## src/rtl/safe_softmax_pkg.sv

```systemverilog
// Shared types and helpers for the safe-softmax row sequencer.
//   state_e     : row FSM states (IDLE -> LOAD -> EXP -> DONE -> IDLE)
//   E_ONE       : exp-unit output for a zero input at the default 16-bit width
//   len_width() : width of a length field able to hold 0..max_len
//   sum_width() : width of an accumulator summing max_len d_w-bit values without overflow
package safe_softmax_pkg;

  typedef enum logic [1:0] {IDLE, LOAD, EXP, DONE} state_e;

  localparam int unsigned EXP_D_W = 16;
  localparam logic [EXP_D_W-1:0] E_ONE = 16'h8000;

  function automatic int unsigned len_width(input int unsigned max_len);
    return $clog2(max_len + 1);
  endfunction

  function automatic int unsigned sum_width(input int unsigned d_w, input int unsigned max_len);
    return d_w + $clog2(max_len);
  endfunction

endpackage

```

## src/rtl/safe_softmax_exp.sv

```systemverilog
// Combinational exp unit for non-positive arguments.
//   i_d : D_W-bit two's-complement argument, always <= 0, fixed point with 8 fraction bits
//   o_e : unsigned result, 1.0 == 2^(D_W-1)
// Computes 2^(i_d/256); scores are pre-scaled by log2(e) upstream. The integer part of
// the magnitude is a right shift, the fraction a linear approximation of 2^-f.
module safe_softmax_exp #(
  parameter int unsigned D_W = 16
) (
  input  logic [D_W-1:0] i_d,
  output logic [D_W-1:0] o_e
);

  localparam int unsigned SH_W = D_W - 7;

  logic [D_W:0]    mag;
  logic [SH_W-1:0] shift;
  logic [7:0]      frac;
  logic [D_W-1:0]  mant;

  always_comb begin
    mag   = '0 - {i_d[D_W-1], i_d};
    shift = mag[D_W:8];
    frac  = mag[7:0];
    mant  = {1'b1, {(D_W-1){1'b0}}} - ({{(D_W-8){1'b0}}, frac} << (D_W - 10));
    // Anything shifted by D_W or more underflows to zero, including the saturated minimum.
    o_e   = (shift >= SH_W'(D_W)) ? '0 : (mant >> shift);
  end

endmodule

```

## src/rtl/safe_softmax_row_ctrl.sv

```systemverilog
// Row sequencer for safe softmax.
//   Pass 1 (LOAD): accepts I_LEN signed scores on I_X/I_X_VALID/O_X_READY into a local
//   buffer while tracking the row maximum (O_MAX).
//   Pass 2 (EXP): replays the buffer, streams exp(x - max) on O_E/O_E_VALID/I_E_READY with
//   O_E_LAST on the final beat, and accumulates the sum, reported as a one-cycle O_SUM_VALID
//   pulse in DONE. O_BUSY covers the whole row. I_RST is synchronous, active-high.
module safe_softmax_row_ctrl
  import safe_softmax_pkg::*;
#(
  parameter int unsigned D_W     = 16,
  parameter int unsigned MAX_LEN = 64,
  parameter int unsigned LEN_W   = len_width(MAX_LEN),
  parameter int unsigned SUM_W   = sum_width(D_W, MAX_LEN)
) (
  input  logic             I_CLK,
  input  logic             I_RST,
  input  logic             I_START,
  input  logic [LEN_W-1:0] I_LEN,
  output logic             O_BUSY,
  input  logic             I_X_VALID,
  output logic             O_X_READY,
  input  logic [D_W-1:0]   I_X,
  output logic             O_E_VALID,
  input  logic             I_E_READY,
  output logic [D_W-1:0]   O_E,
  output logic             O_E_LAST,
  output logic [D_W-1:0]   O_MAX,
  output logic             O_SUM_VALID,
  output logic [SUM_W-1:0] O_SUM
);

  localparam int unsigned PTR_W = $clog2(MAX_LEN);
  localparam logic [LEN_W-1:0] LEN_MAX = LEN_W'(MAX_LEN);
  localparam logic [LEN_W-1:0] LEN_ONE = LEN_W'(1);

  state_e           state_q, state_d;
  logic [LEN_W-1:0] len_q, len_d;
  logic [LEN_W-1:0] wr_ptr_q, wr_ptr_d;
  logic [LEN_W-1:0] rd_ptr_q, rd_ptr_d;
  logic [D_W-1:0]   max_q, max_d;
  logic [SUM_W-1:0] sum_q, sum_d;
  logic             busy_q, busy_d;
  logic             x_ready_q, x_ready_d;
  logic             e_valid_q, e_valid_d;
  logic [D_W-1:0]   e_q, e_d;
  logic             e_last_q, e_last_d;
  logic             sum_valid_q, sum_valid_d;
  logic [SUM_W-1:0] sum_out_q, sum_out_d;

  logic [D_W-1:0]   mem [MAX_LEN];
  logic             x_hs, e_hs, e_load;
  logic [D_W-1:0]   rd_data, d_sat, e_raw;
  logic [D_W:0]     diff;

  assign x_hs    = I_X_VALID & x_ready_q;
  assign e_hs    = e_valid_q & I_E_READY;
  assign e_load  = (state_q == EXP) && (!e_valid_q || I_E_READY) && (rd_ptr_q < len_q);
  assign rd_data = mem[rd_ptr_q[PTR_W-1:0]];
  assign diff    = {rd_data[D_W-1], rd_data} - {max_q[D_W-1], max_q};
  // diff <= 0 always; clamp anything below the D_W-bit range rather than letting it wrap.
  assign d_sat   = (diff[D_W] && !diff[D_W-1]) ? {1'b1, {(D_W-1){1'b0}}} : diff[D_W-1:0];

  safe_softmax_exp #(
    .D_W (D_W)
  ) u_exp (
    .i_d (d_sat),
    .o_e (e_raw)
  );

  always_comb begin
    state_d     = state_q;
    len_d       = len_q;
    wr_ptr_d    = wr_ptr_q;
    rd_ptr_d    = rd_ptr_q;
    max_d       = max_q;
    sum_d       = sum_q;
    busy_d      = busy_q;
    x_ready_d   = x_ready_q;
    e_valid_d   = e_valid_q;
    e_d         = e_q;
    e_last_d    = e_last_q;
    sum_valid_d = sum_valid_q;
    sum_out_d   = sum_out_q;
    unique case (state_q)
      IDLE: begin
        if (I_START && (I_LEN != '0)) begin
          len_d     = (I_LEN > LEN_MAX) ? LEN_MAX : I_LEN;
          wr_ptr_d  = '0;
          rd_ptr_d  = '0;
          sum_d     = '0;
          busy_d    = 1'b1;
          x_ready_d = 1'b1;
          state_d   = LOAD;
        end
      end
      LOAD: begin
        if (x_hs) begin
          wr_ptr_d = wr_ptr_q + LEN_ONE;
          if ((wr_ptr_q == '0) || ($signed(I_X) > $signed(max_q))) begin
            max_d = I_X;
          end
          if (wr_ptr_q == len_q - LEN_ONE) begin
            x_ready_d = 1'b0;
            state_d   = EXP;
          end
        end
      end
      EXP: begin
        if (e_load) begin
          e_d       = e_raw;
          e_valid_d = 1'b1;
          e_last_d  = (rd_ptr_q == len_q - LEN_ONE);
          sum_d     = sum_q + SUM_W'(e_raw);
          rd_ptr_d  = rd_ptr_q + LEN_ONE;
        end else if (e_hs) begin
          // Only the last beat can be consumed without a refill behind it.
          e_valid_d = 1'b0;
          if (e_last_q) begin
            e_last_d    = 1'b0;
            sum_valid_d = 1'b1;
            sum_out_d   = sum_q;
            state_d     = DONE;
          end
        end
      end
      DONE: begin
        sum_valid_d = 1'b0;
        busy_d      = 1'b0;
        state_d     = IDLE;
      end
      default: state_d = IDLE;
    endcase
  end

  always_ff @(posedge I_CLK) begin
    if (I_RST) begin
      state_q     <= IDLE;
      len_q       <= '0;
      wr_ptr_q    <= '0;
      rd_ptr_q    <= '0;
      max_q       <= '0;
      sum_q       <= '0;
      busy_q      <= 1'b0;
      x_ready_q   <= 1'b0;
      e_valid_q   <= 1'b0;
      e_q         <= '0;
      e_last_q    <= 1'b0;
      sum_valid_q <= 1'b0;
      sum_out_q   <= '0;
    end else begin
      state_q     <= state_d;
      len_q       <= len_d;
      wr_ptr_q    <= wr_ptr_d;
      rd_ptr_q    <= rd_ptr_d;
      max_q       <= max_d;
      sum_q       <= sum_d;
      busy_q      <= busy_d;
      x_ready_q   <= x_ready_d;
      e_valid_q   <= e_valid_d;
      e_q         <= e_d;
      e_last_q    <= e_last_d;
      sum_valid_q <= sum_valid_d;
      sum_out_q   <= sum_out_d;
    end
  end

  // Buffer contents need no reset; entries are always written before they are read.
  always_ff @(posedge I_CLK) begin
    if (x_hs) begin
      mem[wr_ptr_q[PTR_W-1:0]] <= I_X;
    end
  end

  assign O_BUSY      = busy_q;
  assign O_X_READY   = x_ready_q;
  assign O_E_VALID   = e_valid_q;
  assign O_E         = e_q;
  assign O_E_LAST    = e_last_q;
  assign O_MAX       = max_q;
  assign O_SUM_VALID = sum_valid_q;
  assign O_SUM       = sum_out_q;

endmodule

```

## config.mk

```make
export PLATFORM = sky130hd
export DESIGN_NAME = safe_softmax_row_ctrl
export DESIGN_NICKNAME = d
export VERILOG_FILES = /design/src/rtl/safe_softmax_pkg.sv /design/src/rtl/safe_softmax_exp.sv /design/src/rtl/safe_softmax_row_ctrl.sv
export SDC_FILE = /design/constraint.sdc
export NUM_CORES = 1
export LEC_CHECK = 0
export CORE_MARGIN = 4
export CORE_UTILIZATION = 50
export CTS_CLUSTER_SIZE = 8
export DETAILED_ROUTE_END_ITERATION = 16
export GPL_TIMING_DRIVEN = 0
export PLACE_DENSITY = 0.73
export SYNTH_ARGS = -nofsm -noshare
export SYNTH_HDL_FRONTEND = slang
export SYNTH_SLANG_ARGS = --single-unit
```

## constraint.sdc

```tcl
create_clock -name I_CLK -period 13.9 [get_ports I_CLK]
set_input_delay 2.78 -clock I_CLK [delete_from_list [all_inputs] [get_ports I_CLK]]
set_output_delay 2.78 -clock I_CLK [all_outputs]
set_load 0.01 [all_outputs]
```

## After elaboration in Yosys (flattened, before gate mapping)

Memories as Yosys holds them, arrays and structs flattened. A register that Yosys moved wholly into a read port is not among the register bits.
Index checks and enable logic that the tools add are counted.

| storage, ports and cells | value |
|---|---|
| register bits after elaboration | 104 |
| bits in latches | 0 |
| RAM bits | 1024 |
| memory bits (read-only) | 0 |
| bits of input ports | 28 |
| memories kept | 1 |

Memories:

| memory | words | bits a word | read ports | clocked after memory_dff | write ports | RTL line | text |
|---|---|---|---|---|---|---|---|
| mem | 64 | 16 | 1 | 1 | 1 | safe_softmax_row_ctrl.sv:50 | `logic [D_W-1:0] mem [MAX_LEN];` |

| operators by class | value |
|---|---|
| $add $sub $neg | 7 |
| $mul | 0 |
| divide/modulo/power cells | 0 |
| magnitude comparators | 4 |
| eq/ne operators | 12 |
| shifts and indexed selects | 1 |
| muxes and demuxes | 34 |
| bitwise logic cells | 3 |
| reduce and logical (&&, ||, !) cells | 27 |

Operators by type and width:

| operator | number |
|---|---|
| $mux W22 | 2 |
| $pmux W22 S2 | 1 |
| $mux W16 | 2 |
| $mux W7 | 4 |
| $pmux W7 S2 | 2 |
| $add A22 B16 Y22 | 1 |
| $sub A1 B16 Y17 const A | 1 |
| $sub A16 B16 Y17 | 1 |
| $gt A16 B16 Y1 | 1 |
| $shr A16 B9 Y16 | 1 |
| $sub A16 B14 Y16 const A | 1 |
| $add A7 B1 Y7 const B | 2 |
| $eq A7 B7 Y1 | 2 |
| $ne A2 B2 Y1 const B | 7 |
| $mux W2 | 6 |
| $mux W6 | 2 |
| $reduce_and A4 Y1 | 3 |
| $mux W1 | 11 |
| $reduce_bool A2 Y1 | 5 |
| $ge A9 B5 Y1 const B | 1 |
| $reduce_and A3 Y1 | 3 |
| $pmux W2 S4 | 1 |
| $reduce_and A2 Y1 | 4 |
| $gt A7 B7 Y1 const B | 1 |
| other kinds (14) | 23 |

## Depth between registers and ports, before layout

| depth | value |
|---|---|
| depth after elaboration | 11 |
| depth in mapped cells | 45 |
| depth with buffers taken out | 42 |

## By module

A second synthesis with hierarchy kept.

| second synthesis, totals | value |
|---|---|
| cells, all modules | 2561 |
| area total of the unflattened synthesis | 47106.4 um2 |

By module, submodules not included:

| module | times used | cells each | area an instance (um2) | seq. area each (um2) |
|---|---|---|---|---|
| safe_softmax_row_ctrl | 1 | 2354 | 45760.1 | 32951.6 |
| safe_softmax_exp | 1 | 207 | 1346.3 | 0.0 |

## Worst setup path before layout

No wires, ideal clock.

| timing | value |
|---|---|
| path kind | register -> register |
| from | register (tool-made name) |
| to | register sum_q[19] |
| arrival time | 9.603 ns |
| setup slack | 4.170 ns |
| stages on the path, launching flop included | 41 |
| cell sequence | dfxtp_1 clkbuf_1 buf_1 buf_1 mux4_2 mux4_2 mux4_2 ha_1 a21o_1 nor2_1 a21oi_1 a2111o_1 or2_1 o21ai_2 nor2_1 inv_1 ha_1 nand2_1 (+5 left out) a211oi_1 a22o_1 o2bb2a_4 nor2_1 ha_1 a21o_1 a21oi_1 o21ai_0 a21o_1 a21oi_1 o21ai_0 o41ai_1 o311a_1 a21oi_1 a21oi_1 and3b_1 xnor2_1 nor2_1 |

RTL lines:

| what | RTL line | text |
|---|---|---|
| to (signal assigned) | safe_softmax_row_ctrl.sv:156 | `sum_q <= sum_d;` |
| to (decl) | safe_softmax_row_ctrl.sv:41 | `logic [SUM_W-1:0] sum_q, sum_d;` |

==> results.toml <==
[synth]
synth_seq_cells = 1134
synth_edf_count = 1024
ys_warn_count = 0
synth_area_per_cell_um2 = 18.34
async_flop_share_pct = 0
ys_top_cells_by_area = "edfxtp_1 65%, mux4_2 16%, dfxtp_1 4.7%"
yosysUniqueCellTypes = 93
ys_top_cells_by_count = "1024 x edfxtp_1, 336 x mux4_2, 180 x nor2_1, 147 x nand2_1, 110 x dfxtp_1"
postSynthCellCount = 2565
seq_area_frac_synth_pct = 70.06
synth.most_common_cell = "edfxtp_1"
yosysTopAreaCellShare_pct = 65.38
yosysTopAreaCell = "edfxtp_1"
syn-cell-area_um2 = 47040
syn_nets = 2661
ys.flop_type = "edfxtp_1"

[worst_setup_path]
max_stage_delay_ns = 1.06
end_kind = "flop"
cp-endpoint = "sum_q[19]$_SDFFE_PP0P_"
critPathSlowestCell = "buf_1"
worstSetupPathType = "flop to flop"
r2r-end = "sum_q[19]$_SDFFE_PP0P_"
cp_max_fo = 10
cpMostUsedCell = "a21oi_1"
cp-start-kind = "flop"
reg2reg_slack_ns = 0.67
required_ns = 14.50
r2r.worst_path.cells = 41
crit_arrival_ns = 13.83

[final_layout]
multiInputGateArea_um2 = 13560
drive_gt1_share_pct = 23.45
nets = 2957
final_area_um2 = 54880
seq_area_um2 = 32950
syn2layout_area_growth_pct = 16.68
nFillCells = 6669

[run]
maxCapViolCount = 0

[global_routing]
grt_pass1_wl_um = 185200
antenna_found_initial = 11
grt_usage_pct = 25.75
grt_pass1_vias = 26960
grt_max_degree = 66
grt_overflow_total = 0

[clocking]
postCtsResizedCells = 0
clock_latency_ns = 0.78
hold_buffers = 0
root_buffer = "clkbuf_16"
htreeDepth = 4
cts_made_buffers = 160
cts_setup_buffers = 0
cts.clk_slew.worst_paths_ns = 0.05
clock_sinks = 1134
cts_tree = "done"
clk_path_buf_depth = 3

[floorplanning]
rows = 112
ios = 87
core_area_um2 = 93330
die_area_um2 = 99040
die_x_um = 314.7
fp.dieH_um = 314.7
initial_utilization_pct = 50.40

[placed_design]
gp_congestion = 0.8786
dp_hpwl_um = 81300
io_buffers = 84
place_area_um2 = 50340

[drt]
num_vias = 26409
first_iter_violations = 3314
wl_per_cell_um = 30.25
wirelength_um = 125600
drcViolationCount = 0
dr.pass1.iters = 5
final_antenna_net_count = 0
via_per_inst = 6.359

[sta]
relSlewSlack_pct = 8.289
worst_pin_slew_ns = 1.376
clock.fmax_mhz = 75.58
min_period_over_period_pct = 95.19
finalCriticalPeriod_ns = 13.23
fin_skew_ns = 0.07063
setup_violations = 0
rsz0062_at_grt = "no"
slew_violations = 0
final-hold-violation-count = 0
tns_ns = 0
whs_ns = 0.4557

[outcome]
status = "finished clean"

[pwr]
finalPower_w = 0.009297
p_per_area_nw_per_um2 = 169.4
peakVddDrop_v = 0.0001593
p_leak_nw = 16.98

[worst_hold_path]
hold_path_class = "flop to flop"
min_from = "O_SUM[7]$_SDFFE_PP0P_"
cell usage in the layout, fill, tap and decap left out, types with 9 or more instances in the layout:
master / count
ha_1: 66
nand2b_1: 11
buf_1: 32
clkdlybuf4s50_1: 68
a21o_1: 13
or3_1: 14
nand2_1: 147
edfxtp_1: 1024
clkinv_16: 11
a211oi_1: 10
nand4_1: 10
nor2_1: 122
clkbuf_16: 161
o211ai_1: 11
nor2_2: 60
xor2_1: 24
a21oi_1: 94
and2_1: 11
nor3_1: 14
xnor2_1: 40
mux2i_1: 20
buf_12: 16
buf_2: 22
and3_1: 11
nor2b_1: 9
a31oi_1: 9
clkbuf_1: 104
buf_8: 24
o21ai_0: 28
inv_1: 52
dfxtp_1: 110
nand3_1: 36
mux4_2: 336
o21a_1: 16
layer usage:
layer  share of wire, %  vias to the layer above  routed length, µm  global-route usage, %
met5              0.045                        -                 57                0.09881
met4                4.0                       10               4963                  9.461
met3                9.8                      301              12280                  6.304
met2                 49                     1605              61550                  41.97
met1                 37                    13580              46770                  34.05
li1                   -                    10913                  -                      -
critical path: cells and delay by family, from the launching register on:
kind                       cells  cell delay [ns]
adders and majority gates      3             0.80
muxes                          3             1.81
and+or+nand+nor                6             0.97
DFF                            1             0.31
xor gates and xnor gates       1             0.14
buffers and inverters          6             2.90
AOI/OAI and AO/OA             22             6.17
registers in the layout (all words and copies together) (netlist names), named ones only:
name         cells
mem           1024
O_SUM           22
sum_q           22
O_E             16
O_MAX           16
len_q            7
rd_ptr_q         7
wr_ptr_q         7
state_q          2
O_BUSY           1
O_E_LAST         1
O_E_VALID        1
O_SUM_VALID      1
O_X_READY        1
logic make-up after synthesis:
| kind of cell | share of synthesized area (%) |
|---|---|
| DFF | 70.06 |
| xor gates and xnor gates | 1.309 |
| adders and majority gates | 1.841 |
| buffers and inverters | 1.429 |
| and+or+nand+nor | 4.905 |
| muxes | 16.56 |
| AOI/OAI and AO/OA | 3.897 |
stage by stage:
stage	util (%)	std cells	worst slack, ns
3_5_place_dp	53.94	3953	0.9024
5_1_grt	58.79	4150	0.1056
4_1_cts	58.78	4150	0.7938
2_1_floorplan	-	2565	4.170
6_report	58.80	4153	0.6686
3_3_place_gp	52.98	3903	0.8825
area by class of cell:
cell class | instances | area share [%]
Antenna cell | 3 | 0.01368
Clock inverter | 16 | 0.7661
Sequential cell | 1134 | 60.04
Tap cell | 1254 | 2.859
Buffer | 124 | 0.8709
Timing Repair Buffer | 134 | 2.909
Multi-Input combinational cell | 1255 | 24.70
Clock buffer | 181 | 7.478
Inverter | 52 | 0.3557
worst min path at each step:
stage / end / slack, ns / cells after the start
6_report: O_SUM[7]$_SDFFE_PP0P_ / 0.46 / 2
5_1_grt: O_SUM[3]$_SDFFE_PP0P_ / 0.48 / 2
4_1_cts: O_SUM[3]$_SDFFE_PP0P_ / 0.46 / 2
3_5_place_dp: O_E[9]$_SDFFE_PP0P_ / 0.45 / 2
3_3_place_gp: O_E[8]$_SDFFE_PP0P_ / 0.43 / 2
2_1_floorplan: O_SUM[21]$_SDFFE_PP0P_ / 0.44 / 2
report_power, final:
group / switching, W / leakage, nW / internal [W]
clock network: 0.00143 / 2.17 / 0.00210
registers: 0.0000212 / 10.1 / 0.00375
logic: 0.00125 / 4.72 / 0.000758
total: 0.00269 / 17.0 / 0.00661
No activity file was read; power rests on OpenSTA's default activity.
